===== src/rtl/fp_align_if.sv =====
// Operand/result bundle for fp_align: operand handshake in, aligned result handshake out.
interface fp_align_if;
  logic        in_valid;
  logic        in_ready;
  logic [31:0] a;
  logic [31:0] b;
  logic        out_valid;
  logic        out_ready;
  logic [7:0]  exp_out;
  logic [26:0] mant_l;
  logic [26:0] mant_s;
  logic        sign_l;
  logic        sign_s;
  logic        swapped;
  logic        special;

  modport slave (
    input  in_valid, a, b, out_ready,
    output in_ready, out_valid, exp_out, mant_l, mant_s, sign_l, sign_s, swapped, special
  );

  modport master (
    output in_valid, a, b, out_ready,
    input  in_ready, out_valid, exp_out, mant_l, mant_s, sign_l, sign_s, swapped, special
  );
endinterface


===== src/rtl/fp_align.sv =====
// Single-precision operand aligner: orders operands by magnitude and right-shifts the
// smaller mantissa STEP bits per cycle to the larger exponent, keeping guard/round/sticky.
module fp_align #(
  parameter int unsigned STEP = 1
) (
  input  logic clk,
  input  logic rst_n,
  fp_align_if.slave bus
);

  localparam int unsigned MW = 27;
  localparam int unsigned EW = 8;
  localparam int unsigned CW = 5;

  localparam logic [1:0] IDLE  = 2'd0;
  localparam logic [1:0] SHIFT = 2'd1;
  localparam logic [1:0] DONE  = 2'd2;

  logic [1:0]    state_q, state_d;
  logic [CW-1:0] count_q, count_d;
  logic [EW-1:0] exp_q, exp_d;
  logic [MW-1:0] mant_l_q, mant_l_d;
  logic [MW-1:0] mant_s_q, mant_s_d;
  logic          sign_l_q, sign_l_d;
  logic          sign_s_q, sign_s_d;
  logic          swapped_q, swapped_d;
  logic          special_q, special_d;
  logic          out_valid_q, out_valid_d;
  logic          in_ready_q, in_ready_d;

  logic          b_big;
  logic [31:0]   op_l, op_s;
  logic [EW-1:0] eff_l, eff_s, diff;
  logic [MW-1:0] raw_l, raw_s;
  logic          spec_in;
  logic [CW-1:0] k;
  logic [MW-1:0] sticky_mask, shifted;

  // Unpack the incoming pair, larger magnitude first (A wins ties).
  always_comb begin
    b_big   = bus.b[30:0] > bus.a[30:0];
    op_l    = b_big ? bus.b : bus.a;
    op_s    = b_big ? bus.a : bus.b;
    eff_l   = (op_l[30:23] == 8'd0) ? 8'd1 : op_l[30:23];
    eff_s   = (op_s[30:23] == 8'd0) ? 8'd1 : op_s[30:23];
    raw_l   = {|op_l[30:23], op_l[22:0], 3'b000};
    raw_s   = {|op_s[30:23], op_s[22:0], 3'b000};
    diff    = eff_l - eff_s;
    spec_in = (&bus.a[30:23]) | (&bus.b[30:23]);
  end

  // One shift step: bits falling off the bottom collapse into the sticky bit.
  always_comb begin
    k           = (count_q < CW'(STEP)) ? count_q : CW'(STEP);
    sticky_mask = (MW'(1) << k) - MW'(1);
    shifted     = mant_s_q >> k;
    shifted[0]  = shifted[0] | (|(mant_s_q & sticky_mask));
  end

  always_comb begin
    state_d   = state_q;
    count_d   = count_q;
    exp_d     = exp_q;
    mant_l_d  = mant_l_q;
    mant_s_d  = mant_s_q;
    sign_l_d  = sign_l_q;
    sign_s_d  = sign_s_q;
    swapped_d = swapped_q;
    special_d = special_q;

    case (state_q)
      IDLE: begin
        if (bus.in_valid && in_ready_q) begin
          exp_d     = eff_l;
          mant_l_d  = raw_l;
          mant_s_d  = raw_s;
          sign_l_d  = op_l[31];
          sign_s_d  = op_s[31];
          swapped_d = b_big;
          special_d = spec_in;
          count_d   = '0;
          if (spec_in || diff == 8'd0) begin
            state_d = DONE;
          end else if (diff >= 8'd27) begin
            mant_s_d = (|raw_s) ? MW'(1) : '0;
            state_d  = DONE;
          end else begin
            count_d = diff[CW-1:0];
            state_d = SHIFT;
          end
        end
      end
      SHIFT: begin
        mant_s_d = shifted;
        count_d  = count_q - k;
        if (count_d == '0) state_d = DONE;
      end
      DONE: begin
        if (bus.out_ready) state_d = IDLE;
      end
      default: state_d = IDLE;
    endcase

    in_ready_d  = (state_d == IDLE);
    out_valid_d = (state_d == DONE);
  end

  always_ff @(posedge clk) begin
    if (!rst_n) begin
      state_q     <= IDLE;
      count_q     <= '0;
      exp_q       <= '0;
      mant_l_q    <= '0;
      mant_s_q    <= '0;
      sign_l_q    <= 1'b0;
      sign_s_q    <= 1'b0;
      swapped_q   <= 1'b0;
      special_q   <= 1'b0;
      out_valid_q <= 1'b0;
      in_ready_q  <= 1'b1;
    end else begin
      state_q     <= state_d;
      count_q     <= count_d;
      exp_q       <= exp_d;
      mant_l_q    <= mant_l_d;
      mant_s_q    <= mant_s_d;
      sign_l_q    <= sign_l_d;
      sign_s_q    <= sign_s_d;
      swapped_q   <= swapped_d;
      special_q   <= special_d;
      out_valid_q <= out_valid_d;
      in_ready_q  <= in_ready_d;
    end
  end

  assign bus.in_ready  = in_ready_q;
  assign bus.out_valid = out_valid_q;
  assign bus.exp_out   = exp_q;
  assign bus.mant_l    = mant_l_q;
  assign bus.mant_s    = mant_s_q;
  assign bus.sign_l    = sign_l_q;
  assign bus.sign_s    = sign_s_q;
  assign bus.swapped   = swapped_q;
  assign bus.special   = special_q;

endmodule


===== src/flat_wrapper.sv =====
// flat-port wrapper written by rule: the top's interface ports become plain ports
module fp_align_flat 
#(
  parameter int unsigned STEP = 1
)
  (clk, rst_n, bus_in_valid, bus_a, bus_b, bus_out_ready, bus_in_ready, bus_out_valid, bus_exp_out, bus_mant_l, bus_mant_s, bus_sign_l, bus_sign_s, bus_swapped, bus_special);
  fp_align_if bus_i ();
  input  logic clk;
  input  logic rst_n;
  input wire logic [$bits(bus_i.in_valid)-1:0] bus_in_valid;
  input wire logic [$bits(bus_i.a)-1:0] bus_a;
  input wire logic [$bits(bus_i.b)-1:0] bus_b;
  input wire logic [$bits(bus_i.out_ready)-1:0] bus_out_ready;
  output wire logic [$bits(bus_i.in_ready)-1:0] bus_in_ready;
  output wire logic [$bits(bus_i.out_valid)-1:0] bus_out_valid;
  output wire logic [$bits(bus_i.exp_out)-1:0] bus_exp_out;
  output wire logic [$bits(bus_i.mant_l)-1:0] bus_mant_l;
  output wire logic [$bits(bus_i.mant_s)-1:0] bus_mant_s;
  output wire logic [$bits(bus_i.sign_l)-1:0] bus_sign_l;
  output wire logic [$bits(bus_i.sign_s)-1:0] bus_sign_s;
  output wire logic [$bits(bus_i.swapped)-1:0] bus_swapped;
  output wire logic [$bits(bus_i.special)-1:0] bus_special;
  assign bus_i.in_valid = bus_in_valid;
  assign bus_i.a = bus_a;
  assign bus_i.b = bus_b;
  assign bus_i.out_ready = bus_out_ready;
  assign bus_in_ready = bus_i.in_ready;
  assign bus_out_valid = bus_i.out_valid;
  assign bus_exp_out = bus_i.exp_out;
  assign bus_mant_l = bus_i.mant_l;
  assign bus_mant_s = bus_i.mant_s;
  assign bus_sign_l = bus_i.sign_l;
  assign bus_sign_s = bus_i.sign_s;
  assign bus_swapped = bus_i.swapped;
  assign bus_special = bus_i.special;
  fp_align #(.STEP(STEP)) u_core (.clk(clk), .rst_n(rst_n), .bus(bus_i));
endmodule

===== config.mk =====
export PLATFORM = sky130hd
export DESIGN_NAME = fp_align_flat
export DESIGN_NICKNAME = d
export VERILOG_FILES = /design/src/rtl/fp_align_if.sv /design/src/rtl/fp_align.sv /design/src/flat_wrapper.sv
export SDC_FILE = /design/constraint.sdc
export NUM_CORES = 1
export LEC_CHECK = 0
export ABC_AREA = 1
export CAP_MARGIN = 20
export CORE_MARGIN = 1.5
export CORE_UTILIZATION = 54
export CTS_CLUSTER_DIAMETER = 50
export CTS_CLUSTER_SIZE = 16
export DETAILED_ROUTE_END_ITERATION = 8
export HOLD_SLACK_MARGIN = 0.15
export PLACE_DENSITY_LB_ADDON = 0.1
export SETUP_SLACK_MARGIN = 0.5
export SLEW_MARGIN = 5
export SYNTH_ARGS = -nofsm -noshare
export SYNTH_HDL_FRONTEND = slang
export SYNTH_SLANG_ARGS = --single-unit
export TNS_END_PERCENT = 5

===== constraint.sdc =====
create_clock -name clk -period 7.2 [get_ports clk]
set_input_delay 1.44 -clock clk [delete_from_list [all_inputs] [get_ports clk]]
set_output_delay 1.44 -clock clk [all_outputs]
set_load 0.05 [all_outputs]

After elaboration in Yosys (flattened, before gate mapping)
Cells that the tools add are included.
{"block": "word_totals", "output_inout_bits": 68, "word_cells": 63, "inputBits": 68, "reg_bits": 72}
{"block": "classes", "muxes": 20, "eq_ne": 4, "n_addsub": 3, "shifts": 2, "bitwise": 3, "order_cmp": 3, "n_reduce_logical": 17}
{"operator": "27-bit 2-to-1 mux", "count": 3}
{"operator": "32-bit 2-to-1 mux", "count": 2}
{"operator": "27-bit one-hot mux with 2 select lines", "count": 1}
{"operator": "31-bit greater-than comparator", "count": 1}
{"operator": "31-bit OR reduction", "count": 1}
{"operator": "27-bit AND", "count": 1}
{"operator": "27-bit OR reduction", "count": 1}
{"operator": "1-bit by 5-bit left shift with 27-bit output (first input constant)", "count": 1}
{"operator": "27-bit by 5-bit right shift with 27-bit output", "count": 1}
{"operator": "27-bit by 2-bit subtractor with 27-bit output (second input constant)", "count": 1}
{"operator": "8-bit logical NOT", "count": 3}
{"operator": "5-bit 2-to-1 mux", "count": 4}
{"operator": "8-bit 2-to-1 mux", "count": 2}
{"operator": "8-bit AND reduction", "count": 2}
{"operator": "8-bit OR reduction", "count": 2}
{"operator": "2-bit 2-to-1 mux", "count": 5}
{"operator": "5-bit one-hot mux with 2 select lines", "count": 1}
{"operator": "8-bit by 5-bit greater-or-equal comparator with 1-bit output (second input constant)", "count": 1}
{"operator": "8-bit subtractor", "count": 1}
{"operator": "2-bit one-hot mux with 3 select lines", "count": 1}
{"operator": "5-bit logical NOT", "count": 1}
{"operator": "5-bit by 1-bit < comparator with 1-bit output (second input constant)", "count": 1}
{"operator": "5-bit subtractor", "count": 1}
{"operator": "2-bit == test (second input constant)", "count": 2}
{"operator": "other kinds (9)", "count": 12}

Longest topological paths before layout
{"block": "logic_depth", "depth_word": 11, "depth_mapped": 37, "depth_no_buf": 35}

Worst setup path before layout
Ideal clock, no wire load.
{"block": "synth_path", "kind": "input-to-reg", "startpoint": "input bus_a[30]", "endpoint": "register u_core.in_ready_q (netlist: u_core.bus.in_ready)", "required_time_ps": 7139, "setup_slack_ps": 2310, "t_arrival_ps": 4829, "cell_stages": 32, "cell_sequence": "inv_1 ha_1 nand2_1 nor2_2 and2_4 nand2_1 nor2_1 nor2_1 nand2_2 nand2_2 buf_6 buf_6 nand2_1 o21a_1 nor3_2 nand2_1 nand2_1 inv_1 ha_1 inv_1 fa_1 nand3_1 nand2_1 nand3_1 nand2_1 xnor2_1 nand2_1 nor3_1 nand3_1 a21oi_1 nand2_1 nand2_1"}
{"block": "synth_via", "elab_chain_len": 11}
{"item": "start: declaration", "line_no": "flat_wrapper.sv:11", "source": "input wire logic [$bits(bus_i.a)-1:0] bus_a;"}
{"item": "31-bit greater-than comparator", "line_no": "fp_align.sv:41", "source": "b_big = bus.b[30:0] > bus.a[30:0];"}
{"item": "32-bit 2-to-1 mux, on equally long branches", "line_no": "fp_align.sv:42, fp_align.sv:43"}
{"item": "8-bit logical NOT, on equally long branches", "line_no": "fp_align.sv:44, fp_align.sv:45"}
{"item": "8-bit 2-to-1 mux, on equally long branches", "line_no": "fp_align.sv:44, fp_align.sv:45"}
{"item": "8-bit subtractor", "line_no": "fp_align.sv:48", "source": "diff = eff_l - eff_s;"}
{"item": "8-bit by 5-bit greater-or-equal comparator with 1-bit output or 8-bit logical NOT (tied branches)", "line_no": "fp_align.sv:84, fp_align.sv:82"}
{"item": "2-bit 2-to-1 mux or 1-bit logical OR (tied branches)", "line_no": "fp_align.sv:84, fp_align.sv:82"}
{"item": "2-bit 2-to-1 mux *", "line_no": "fp_align.sv:82", "source": "if (spec_in || diff == 8'd0) begin"}
{"item": "2-bit 2-to-1 mux *", "line_no": "fp_align.sv:73", "source": "if (bus.in_valid && in_ready_q) begin"}
{"item": "2-bit one-hot mux with 3 select lines *", "line_no": "fp_align.sv:71", "source": "case (state_q)"}
{"item": "2-bit logical NOT *", "line_no": "fp_align.sv:104", "source": "in_ready_d = (state_d == IDLE);"}
{"item": "end signal: assignment", "line_no": "fp_align.sv:132", "source": "in_ready_q <= in_ready_d;"}
{"item": "end: declaration", "line_no": "fp_align.sv:29", "source": "logic in_ready_q, in_ready_d;"}
Mark *: on every way between the ends. The rest lies on a longest branch, timed or not.
A chain may end at the register's enable or synchronous reset.

Worst setup path after layout
{"block": "layout_path", "startpoint": "input bus_a[22]", "endpoint": "register u_core.mant_s_q[19] (netlist: u_core.bus.mant_s[19])"}
{"block": "layout_via", "elab_chain_len": 10}
{"item": "31-bit greater-than comparator *", "line_no": "fp_align.sv:41"}
{"item": "32-bit 2-to-1 mux, on equally long branches", "line_no": "fp_align.sv:42, fp_align.sv:43"}
{"item": "8-bit logical NOT, on equally long branches", "line_no": "fp_align.sv:44, fp_align.sv:45"}
{"item": "8-bit 2-to-1 mux, on equally long branches", "line_no": "fp_align.sv:44, fp_align.sv:45"}
{"item": "8-bit subtractor", "line_no": "fp_align.sv:48"}
{"item": "8-bit by 5-bit greater-or-equal comparator with 1-bit output or 8-bit logical NOT (tied branches)", "line_no": "fp_align.sv:84, fp_align.sv:82"}
{"item": "27-bit 2-to-1 mux or 1-bit logical OR (tied branches)", "line_no": "fp_align.sv:84, fp_align.sv:82"}
{"item": "27-bit 2-to-1 mux *", "line_no": "fp_align.sv:82"}
{"item": "27-bit 2-to-1 mux *", "line_no": "fp_align.sv:73"}
{"item": "27-bit one-hot mux with 2 select lines *", "line_no": "fp_align.sv:71"}
{"item": "end signal: assignment", "line_no": "fp_align.sv:126", "source": "mant_s_q <= mant_s_d;"}
{"item": "end: declaration", "line_no": "fp_align.sv:23", "source": "logic [MW-1:0] mant_s_q, mant_s_d;"}
Mark *: on every way between the ends. The rest lies on a longest branch, timed or not. The select of a mux whose other input is x is not followed.

==> run summary <==
The Yosys step of the flow raised 0 warnings. The worst endpoint required time is 7.42 ns. The tree built by TritonCTS fans out to 72 sinks.

In this run the cell area of the synthesized design comes to 5456 um2. 136 I/O pins were placed. Setup repair after global routing left no endpoint under its margin. The longest individual stage delay on the worst path works out to 0.51 ns. The tools report the overall fraction of global-route tracks in use as 0.2966. The count of antenna-violating nets left after detailed routing was 0; the final number of hold-violating endpoints was 0. The total CTS buffers is 9, and the post-CTS clock slew at the launch and capture registers of the worst setup and hold paths is 0.08 ns. At the later pin of the worst-skew pair, clock insertion delay measures 0.36 ns. Relative to the synthesized area, the layout overhead comes to 27.59%. The tightest min-delay check is of the reg -> reg type.

Data arrives at the worst endpoint at 6.30 ns. Derived from the worst setup path, the maximum achievable clock frequency is 164.6 MHz. The repair_antennas step left the layout with diodes totalling 0.

Yosys attributes the largest share of cell area to sky130_fd_sc_hd__dfxtp_1 26%, sky130_fd_sc_hd__nand2_1 17%, sky130_fd_sc_hd__ha_1 9.4%. Post-CTS repair changed the size of 0 cells. The run gives 0 as the final routed DRC violation total. The floorplan step set the die width to 103.5 um. The shortest period the worst path allows was 6.075 ns. In this run the standard cell core region covers 9774 um2. The cell occurring most often along the worst timing path is sky130_fd_sc_hd__nand2_1. The run gives 0 as the number of pins with negative max-slew slack in the final report. The worst setup path is launched from an input pin. Counting every instance in the synthesized netlist gives 885. The initial antenna violation count was 0. The run gives 437 as the initial detailed-routing violation count. The ratio of cells with drive above 1 in the final layout came out at 0.03427. The post-CTS repair timing setup buffer count was 0. With fillers left out, the area of the finished cells amounts to 6962 um2. The share of the synthesized area in the top cell type works out to 0.2642. Across the routed clock network, the largest skew measured is 0.005547 ns. Setup violations remaining at the end of the flow were counted as 0.

The starting density of the core is 0.5582. The tools report the critical path capture point type as a register. Detailed placement finished with a half-perimeter wire length of 11.38 mm. The H-tree generated during clock tree synthesis spans 3 levels. The run gives 0.1935 mV as the maximum VDD drop. Kind of cell with the highest combined delay on the critical path: simple AND/OR/NAND/NOR gates.

The number of buffers added on ports was 132; the mean instance size in the synthesized netlist was 6.166 um2. The tools report the number of vias in the routed layout as 6,029. The run finished with clean final reports. The leftover overflow at the end of global routing is 0. Synthesis instantiated 34 different standard cells from the library. Entering global routing, the biggest net connects 78 pins.

The post-placement cell area was 6754 um2. The floorplan has 36 rows. The hold buffer count at CTS was 0. Across the run, the number of max-cap violations was 0. Summed over all layers, the routed wires come to 15.71 mm. At the pin with the least slew margin, the transition time is 0.8698 ns. The fraction of the cycle the final worst path needs was 0.8438; the global-route wire length before repair was 26.38 mm. sky130_fd_sc_hd__dfxtp_1 takes more of the synthesized area than any other cell. Power spread over the standard cell area amounts to 314.9 nW/um2.

Dividing the detail-routed via count by the number of cells gives 5.359. Final setup TNS: 0 ns. The first detailed-routing pass ran for 5 iterations. From bottom edge to top edge, the die measures 103.5 um. TritonCTS built the clock tree. CTS placed an instance of sky130_fd_sc_hd__clkbuf_8 at the clock tree root.

The flop and latch count out of synthesis came out at 72. The run gives 3.275 nW as the static power due to leakage. The number of nets in the layout is 1,097, and the detailed-route wire length per cell is 13.96 um.

The slowest stage of the critical path belongs to the cell sky130_fd_sc_hd__clkdlybuf4s50_1. No sink is reached through more buffers than the 2 on the longest clock path. Die area: 10,720 um2. The sequential share of the synthesized area is 0.2642.

For the final weighted congestion in routability-driven placement, the log shows 0.9507. The number of buffers and inverters on the critical path came out at 5. The via count of the first global-routing pass is 5,402.

For the headroom to the max-slew limit, the log shows 0.4195. The type of the worst setup path was in -> reg. The peak fanout along the critical path is 27.
## cell type report
| class | count | area (um2) |
|---|---|---|
| tap | 133 | 166.4 |
| fill | 903 | 2813 |
| sequential | 72 | 1441 |
| inverter | 123 | 461.7 |
| timing repair buffer | 140 | 1389 |
| clock inverter | 4 | 27.53 |
| clock buffer | 12 | 165.2 |
| multi-input combinational | 641 | 3311 |
## registers in the layout, summed over array words and instances, names as in the netlist
register and flops:
u_core.bus.in_ready 1, u_core.bus.sign_l 1, u_core.bus.special 1, u_core.bus.mant_s 27
u_core.state_q 2, u_core.bus.mant_l 24, u_core.count_q 5, u_core.bus.sign_s 1
u_core.bus.swapped 1, u_core.bus.exp_out 8, u_core.bus.out_valid 1
## layer usage
metal  track usage  wire length, um  up-vias
met3       0.04657             1204       16
li1              -                -     3083
met4       0.07937              206        0
met2        0.4576             6882      241
met5             0                0        -
met1        0.4299             7413     2689
## worst paths after layout
| check | from | endpoint | slack, ns | cells after the start |
|---|---|---|---|---|
| worst max-delay path | bus_a[22] | u_core.bus.mant_s[19]$_SDFFE_PN0P_ | 1.12 | 29 |
| worst min register to register | u_core.bus.mant_s[1]$_SDFFE_PN0P_ | u_core.bus.mant_s[1]$_SDFFE_PN0P_ | 0.50 | 2 |
| worst max register to register | u_core.state_q[1]$_SDFF_PN0_ | u_core.bus.mant_s[19]$_SDFFE_PN0P_ | 4.56 | 9 |
| worst min-delay path | u_core.bus.mant_s[1]$_SDFFE_PN0P_ | u_core.bus.mant_s[1]$_SDFFE_PN0P_ | 0.50 | 2 |
## worst reg2reg max path: cells and delay by family (launching register included)
family                 cells  cell delay [ns]
AO/OA/AOI/OAI              2             0.40
buffers and inverters      4             1.28
flip-flops                 1             0.33
AND/OR/NAND/NOR            3             0.56
## cells in the mapped netlist, drive strengths merged
| cell | number |
|---|---|
| nand2 | 242 |
| inv | 123 |
| o21ai | 94 |
| dfxtp | 72 |
| nor2 | 71 |
| a21oi | 52 |
| a31oi | 48 |
| nand3 | 47 |
| ha | 41 |
| clkbuf | 32 |
| buf | 19 |
| nand4 | 7 |
| xor2 | 7 |
| nor3 | 5 |
| o211ai | 5 |
| xnor2 | 4 |
| a21o | 3 |
| nand3b | 3 |
| nor4 | 2 |
| o22ai | 2 |
| and2 | 1 |
| conb | 1 |
| fa | 1 |
| o21a | 1 |
| o31ai | 1 |
| o32ai | 1 |
## power by group
part | internal (mW) | switching (mW)
clock | 0.153 | 0.167
sequential | 0.508 | 0.0761
combinational | 0.407 | 0.881
## logic make-up (layout without fill, tap and decap cells)
logic type,Yosys count,after routing,synth area share
other cells,1,3,0.0006873
xor+xnor,11,11,0.01766
flops,72,72,0.2642
buf+inv,174,279,0.1309
fa+ha+maj,42,42,0.09768
simple gates,378,378,0.2823
compound gates,207,207,0.2066
## cells in the final DEF, fill, tap and decap left out, types with 2 or more instances in the layout
master and count:
sky130_fd_sc_hd__a21o_1 3, sky130_fd_sc_hd__a21oi_1 52, sky130_fd_sc_hd__a31oi_1 48, sky130_fd_sc_hd__buf_4 7
sky130_fd_sc_hd__clkbuf_8 12, sky130_fd_sc_hd__clkdlybuf4s50_1 132, sky130_fd_sc_hd__clkinvlp_4 3, sky130_fd_sc_hd__conb_1 3
sky130_fd_sc_hd__dfxtp_1 72, sky130_fd_sc_hd__ha_1 41, sky130_fd_sc_hd__inv_1 120, sky130_fd_sc_hd__inv_2 3
sky130_fd_sc_hd__nand2_1 240, sky130_fd_sc_hd__nand2_2 2, sky130_fd_sc_hd__nand3_1 46, sky130_fd_sc_hd__nand3b_1 3
sky130_fd_sc_hd__nand4_1 7, sky130_fd_sc_hd__nor2_1 69, sky130_fd_sc_hd__nor2_2 2, sky130_fd_sc_hd__nor3_1 4
sky130_fd_sc_hd__nor4_1 2, sky130_fd_sc_hd__o211ai_1 5, sky130_fd_sc_hd__o21ai_0 85, sky130_fd_sc_hd__o21ai_1 9
sky130_fd_sc_hd__o22ai_1 2, sky130_fd_sc_hd__xnor2_1 4, sky130_fd_sc_hd__xor2_1 7
## metrics by stage
stage	setup slack, ns	util	instances	hold WS (ns)	total power [mW]
2_1_floorplan	2.310	-	887	0.5392	1.488
3_3_place_gp	0.9144	0.6910	1108	0.4796	1.851
3_5_place_dp	0.7874	0.6910	1108	0.4817	1.865
4_1_cts	1.166	0.7107	1124	0.4939	2.182
5_1_grt	0.6679	0.7122	1125	0.5429	2.336
6_report	1.125	0.7122	1125	0.4981	2.192
Note: power is estimated with default switching activity, not from simulation.
